<file path="src/rtl/hex_display_pkg.sv">
// Shared constants for the hex seven-segment scanner: active-low segment
// patterns ({g,f,e,d,c,b,a}) and the scan FSM state encoding.
package hex_display_pkg;

  typedef enum logic {
    StBlank = 1'b0,
    StDrive = 1'b1
  } state_e;

  localparam logic [6:0] SEG_BLANK = 7'h7F;

  localparam logic [6:0] SEG_0 = 7'h40;
  localparam logic [6:0] SEG_1 = 7'h79;
  localparam logic [6:0] SEG_2 = 7'h24;
  localparam logic [6:0] SEG_3 = 7'h30;
  localparam logic [6:0] SEG_4 = 7'h19;
  localparam logic [6:0] SEG_5 = 7'h12;
  localparam logic [6:0] SEG_6 = 7'h02;
  localparam logic [6:0] SEG_7 = 7'h78;
  localparam logic [6:0] SEG_8 = 7'h00;
  localparam logic [6:0] SEG_9 = 7'h10;
  localparam logic [6:0] SEG_A = 7'h08;
  localparam logic [6:0] SEG_B = 7'h03;
  localparam logic [6:0] SEG_C = 7'h46;
  localparam logic [6:0] SEG_D = 7'h21;
  localparam logic [6:0] SEG_E = 7'h06;
  localparam logic [6:0] SEG_F = 7'h0E;

endpackage

</file>
<file path="src/rtl/hex_display_scanner_hex_to_seg7.sv">
// Combinational hex nibble to active-low seven-segment pattern decoder.
module hex_to_seg7
  import hex_display_pkg::*;
(
  input  logic [3:0] nibble_i,
  output logic [6:0] seg_o
);

  always_comb begin
    seg_o = SEG_BLANK;
    unique case (nibble_i)
      4'h0: seg_o = SEG_0;
      4'h1: seg_o = SEG_1;
      4'h2: seg_o = SEG_2;
      4'h3: seg_o = SEG_3;
      4'h4: seg_o = SEG_4;
      4'h5: seg_o = SEG_5;
      4'h6: seg_o = SEG_6;
      4'h7: seg_o = SEG_7;
      4'h8: seg_o = SEG_8;
      4'h9: seg_o = SEG_9;
      4'hA: seg_o = SEG_A;
      4'hB: seg_o = SEG_B;
      4'hC: seg_o = SEG_C;
      4'hD: seg_o = SEG_D;
      4'hE: seg_o = SEG_E;
      4'hF: seg_o = SEG_F;
      default: seg_o = SEG_BLANK;
    endcase
  end

endmodule

</file>
<file path="src/rtl/hex_display_scanner.sv">
// Multiplexed common-anode hex display scanner with per-frame value snapshot.
// Define HEX_SCANNER_LZB_EN to blank leading zero digits (digit 0 always shown).
module hex_display_scanner #(
  parameter int unsigned WIDTH        = 4,
  parameter int unsigned DIV_MAX      = 49999,
  parameter int unsigned BLANK_CYCLES = 8
) (
  input  logic                    clk_i,
  input  logic                    reset_ni,
  input  logic [WIDTH-1:0]        value_i,
  output logic [6:0]              seg_o,
  output logic [(WIDTH>>2)-1:0]   an_o,
  output logic                    frame_o
);

  import hex_display_pkg::*;

  localparam int unsigned NumDigits = WIDTH >> 2;
  localparam int unsigned IdxW      = (NumDigits > 1) ? $clog2(NumDigits) : 1;
  localparam int unsigned CntMax    = (DIV_MAX > BLANK_CYCLES - 1) ? DIV_MAX : BLANK_CYCLES - 1;
  localparam int unsigned CntW      = (CntMax > 0) ? $clog2(CntMax + 1) : 1;

  localparam logic [CntW-1:0] BlankLast = CntW'(BLANK_CYCLES - 1);
  localparam logic [CntW-1:0] DriveLast = CntW'(DIV_MAX);
  localparam logic [IdxW-1:0] IdxLast   = IdxW'(NumDigits - 1);

  state_e                 state_q, state_d;
  logic [IdxW-1:0]        idx_q, idx_d;
  logic [CntW-1:0]        cnt_q, cnt_d;
  logic [WIDTH-1:0]       snap_q, snap_d;
  logic [6:0]             seg_q, seg_d;
  logic [NumDigits-1:0]   an_q, an_d;
  logic                   frame_q, frame_d;

  logic [3:0]             nibble;
  logic [6:0]             seg_dec;
  logic                   lzb_blank;

  // State register
  always_ff @(posedge clk_i or negedge reset_ni) begin
    if (!reset_ni) begin
      state_q <= StBlank;
      idx_q   <= '0;
      cnt_q   <= '0;
      snap_q  <= '0;
      seg_q   <= SEG_BLANK;
      an_q    <= '1;
      frame_q <= 1'b0;
    end else begin
      state_q <= state_d;
      idx_q   <= idx_d;
      cnt_q   <= cnt_d;
      snap_q  <= snap_d;
      seg_q   <= seg_d;
      an_q    <= an_d;
      frame_q <= frame_d;
    end
  end

  // Next-state logic; the counter restarts on every state change.
  always_comb begin
    state_d = state_q;
    idx_d   = idx_q;
    cnt_d   = cnt_q + 1'b1;
    snap_d  = snap_q;
    unique case (state_q)
      StBlank: begin
        if (cnt_q == BlankLast) begin
          state_d = StDrive;
          cnt_d   = '0;
          if (idx_q == '0) begin
            snap_d = value_i;
          end
        end
      end
      StDrive: begin
        if (cnt_q == DriveLast) begin
          state_d = StBlank;
          cnt_d   = '0;
          idx_d   = (idx_q == IdxLast) ? '0 : idx_q + 1'b1;
        end
      end
      default: begin
        state_d = StBlank;
        cnt_d   = '0;
      end
    endcase
  end

  // Nibble mux on next-state values so registered outputs line up with the state.
  always_comb begin
    nibble = '0;
    for (int unsigned i = 0; i < NumDigits; i++) begin
      if (IdxW'(i) == idx_d) begin
        nibble = snap_d[4*i +: 4];
      end
    end
  end

  hex_to_seg7 u_hex_to_seg7 (
    .nibble_i (nibble),
    .seg_o    (seg_dec)
  );

`ifdef HEX_SCANNER_LZB_EN
  logic upper_zero;

  // True when the current digit and every more significant digit are zero.
  always_comb begin
    upper_zero = 1'b1;
    for (int unsigned i = 0; i < NumDigits; i++) begin
      if ((IdxW'(i) >= idx_d) && (snap_d[4*i +: 4] != 4'h0)) begin
        upper_zero = 1'b0;
      end
    end
  end

  assign lzb_blank = (idx_d != '0) && upper_zero;
`else
  assign lzb_blank = 1'b0;
`endif

  // Output logic
  always_comb begin
    seg_d   = SEG_BLANK;
    an_d    = '1;
    frame_d = (state_q == StBlank) && (state_d == StDrive) && (idx_q == '0);
    if (state_d == StDrive) begin
      for (int unsigned i = 0; i < NumDigits; i++) begin
        an_d[i] = (IdxW'(i) != idx_d);
      end
      seg_d = lzb_blank ? SEG_BLANK : seg_dec;
    end
  end

  assign seg_o   = seg_q;
  assign an_o    = an_q;
  assign frame_o = frame_q;

endmodule

</file>
<file path="config.mk">
export PLATFORM = sky130hd
export DESIGN_NAME = hex_display_scanner
export DESIGN_NICKNAME = d
export VERILOG_FILES = /design/src/rtl/hex_display_pkg.sv /design/src/rtl/hex_display_scanner_hex_to_seg7.sv /design/src/rtl/hex_display_scanner.sv
export SDC_FILE = /design/constraint.sdc
export NUM_CORES = 1
export LEC_CHECK = 0
export BUFFER_PORTS_ARGS = -buffer_cell sky130_fd_sc_hd__buf_2
export CELL_PAD_IN_SITES_DETAIL_PLACEMENT = 0
export CELL_PAD_IN_SITES_GLOBAL_PLACEMENT = 1
export CORE_UTILIZATION = 50
export DETAILED_ROUTE_END_ITERATION = 16
export PLACE_DENSITY = 0.89
export SYNTH_ARGS = -nofsm -noshare
export SYNTH_HDL_FRONTEND = slang
export SYNTH_SLANG_ARGS = --single-unit
</file>
<file path="constraint.sdc">
create_clock -name clk_i -period 6.71 [get_ports clk_i]
set_input_delay 0.3355 -clock clk_i [delete_from_list [all_inputs] [get_ports clk_i]]
set_output_delay 0.3355 -clock clk_i [all_outputs]
set_load 0.005 [all_outputs]
</file>
==> impl_metrics.py <==
metrics = {
    "run_status": {
        "status": "complete, no violations",
    },
    "logic_synthesis": {
        "synthSimpleGateAreaFrac_pct": 23.15,
        "syn_nets": 164,
        "ys_types": 44,
        "synth_top_family_by_area": "simple AND/OR/NAND/NOR gates",
        "syn_area_per_cell_um2": 10.99,
        "synth_xor_area_share_pct": 7.391,
        "async_flop_share_pct": 100.0,
        "synth_warnings": 0,
        "yosysTopAreaCellShare_pct": 34.69,
        "yosysSeqAreaShare_pct": 47.36,
        "synth-compound-area-share_pct": 9.578,
        "synth_area_um2": 1659,
        "synthTopCellsByArea": "dfrtp_1 35%, dfstp_2 13%, ha_1 5.3%",
        "synth_mux_area_share_pct": 4.374,
        "synth_edf_count": 0,
        "synth_ff_type": "dfrtp_1",
        "synthCells": 151,
        "synth_top_area_cell": "dfrtp_1",
        "ys_ff_latch": 31,
        "synth_adder_area_share_pct": 5.279,
        "yosysMostFrequentCell": "dfrtp_1",
        "yosys-top-cells-count": "23 x dfrtp_1, 13 x nor2_1, 11 x nand2_1",
    },
    "clock_tree": {
        "clk_path_buf_depth": 2,
        "cts_resized": 0,
        "cts_hold_buf": 0,
        "cts_tree": "built",
        "h-tree-depth": 2,
        "clock_latency_ns": 0.35,
        "cts_made_buffers": 5,
        "clock_sinks": 31,
        "clk_pin_slew_ns": 0.11,
        "cts_setup_buffers": 0,
        "root_buffer": "clkbuf_4",
    },
    "grt": {
        "grt_start_max_net_pins": 32,
        "grt_pass1_vias": 1193,
        "grt_pass1_wl_um": 5533,
        "grt_usage_pct": 22.14,
        "overflow": 0,
        "antenna_found_initial": 0,
    },
    "sta": {
        "skew_ns": 0.01301,
        "tightest_slew_ns": 0.7991,
        "rsz0062_at_grt": "false",
        "relSlewSlack_pct": 46.73,
        "hold_viol_final": 0,
        "fin_crit_ns": 2.906,
        "timing.fmax_mhz": 344.1,
        "maxSlewViolCount": 0,
        "tns_ns": 0,
        "fin_crit_sh_pct": 43.31,
        "holdWs_ns": 0.008285,
        "setup_viol": 0,
    },
    "detailed_routing": {
        "vias": 1221,
        "drt_iter0_drc": 39,
        "wirelength_um": 3261,
        "antenna_left": 0,
        "post_drt_wl_per_cell_um": 15.24,
        "drcViolationCount": 0,
        "first_pass_iters": 4,
        "via_per_inst": 5.706,
    },
    "job": {
        "drv_cap": 0,
    },
    "final_layout": {
        "utilization_pct": 58.95,
        "layout.nets": 182,
        "multi_input_area_um2": 825.8,
        "drive_gt1_share_pct": 25.29,
        "fillers": 286,
        "n_antenna_cell": 0,
        "seq_area_um2": 785.8,
        "area_delta_synth_final_pct": 10.26,
        "final_cell_area_um2": 1829,
    },
    "floorplan": {
        "die_x_um": 59.61,
        "core_area_um2": 3103,
        "dieArea_um2": 3553,
        "rows": 20,
        "ios": 15,
        "start_util_pct": 53.47,
        "die_h_um": 59.61,
    },
    "setup_path": {
        "critPathKind": "reg2reg",
        "r2r_end": "seg_o[3]",
        "cp.required_ns": 6.96,
        "r2r_slack_ns": 3.80,
        "start_kind": "flip-flop",
        "cp_max_fo": 5,
        "end_kind": "flip-flop",
        "crit_arrival_ns": 3.15,
        "r2r_cells": 12,
        "r2r_start": "cnt_q[0]",
    },
    "pwr": {
        "ir_drop_uv": 83.58,
        "power_density_nw_per_um2": 184.0,
        "power_mw": 0.3366,
        "power.leakage_nw": 0.8610,
    },
    "placed_design": {
        "globalplace.congestion": 0.8218,
        "portBuffers": 14,
        "place_hpwl_um": 2441,
        "placed_area_um2": 1767,
    },
    "worst_hold_path": {
        "min_path_type": "in2async",
    },
}
[cell families (layout without fill, tap and decap cells)]
group,Yosys count,in the layout
fa+ha+maj,7,7
flops,31,31
buf+inv,11,30
compound gates,19,19
simple gates,62,62
xor+xnor,14,14
mux,7,7
[worst max-delay path: stages, from the launching register on]
cell      delay (ns)
dfrtp_1         0.38
ha_1            0.23
and4bb_2        0.28
nand4_2         0.18
nor3_4          0.27
mux2i_1         0.32
inv_1           0.08
o21ai_0         0.23
inv_1           0.14
ha_1            0.27
mux2_2          0.27
nand2_1         0.06
o211ai_1        0.08
[per-stage QoR]
| step | setup WS, ns | instances |
|---|---|---|
| after floorplan | 4.144 | 151 |
| after global placement | 3.953 | 206 |
| after detailed placement | 3.802 | 206 |
| after CTS | 3.794 | 214 |
| after global routing | 3.533 | 214 |
| final | 3.804 | 214 |
[flip-flops by register name (all words and copies together) (netlist names)]
| name | flops |
|---|---|
| frame_o | 1 |
| state_q | 1 |
| cnt_q | 16 |
| idx_q | 1 |
| an_o | 1 |
| seg_o | 7 |
| snap_q | 4 |
[cell type report]
class	count	share of cell area [%]
repair buffers	14	3.830
clock buffers	5	2.052
well taps	44	3.010
inverters	8	1.642
flip-flops and latches	31	42.95
clock inverters	3	1.368
multi-input cells	109	45.14
[worst max-delay path by stage]
stage                   start       end  slack [ns]  depth (start not counted)
finish               cnt_q[0]  seg_o[3]        3.80                         12
global route         cnt_q[0]  seg_o[3]        3.53                         12
CTS                  cnt_q[0]  seg_o[3]        3.79                         12
detailed placement  cnt_q[11]  seg_o[3]        3.80                         11
global placement    cnt_q[11]  seg_o[3]        3.95                         10
floorplan           cnt_q[11]  seg_o[3]        4.14                         11
[routing by layer]
metal  GRT usage, %  vias up  wire (um)
met4          10.63        0         70
met2          35.15       40       1619
met5              0        -          0
met3          6.769        8        204
met1          27.45      599       1366
li1               -      574          -
[layout by cell type, fill, tap and decap left out, types with 7 or more instances in the layout]
cell	synthesis	layout
dfstp_2	8	8
xor2_1	7	7
nand2_1	11	11
ha_1	7	7
dfrtp_1	23	23
nor2_1	13	13
inv_1	8	8
buf_2	2	14
nand3_1	9	9
xnor2_1	7	7
[where the power goes]
group | switching, mW | internal, mW
Combinational | 0.0167 | 0.0117
Sequential | 0.00239 | 0.194
Clock | 0.0695 | 0.0418
No activity file was read; power rests on OpenSTA's default activity.
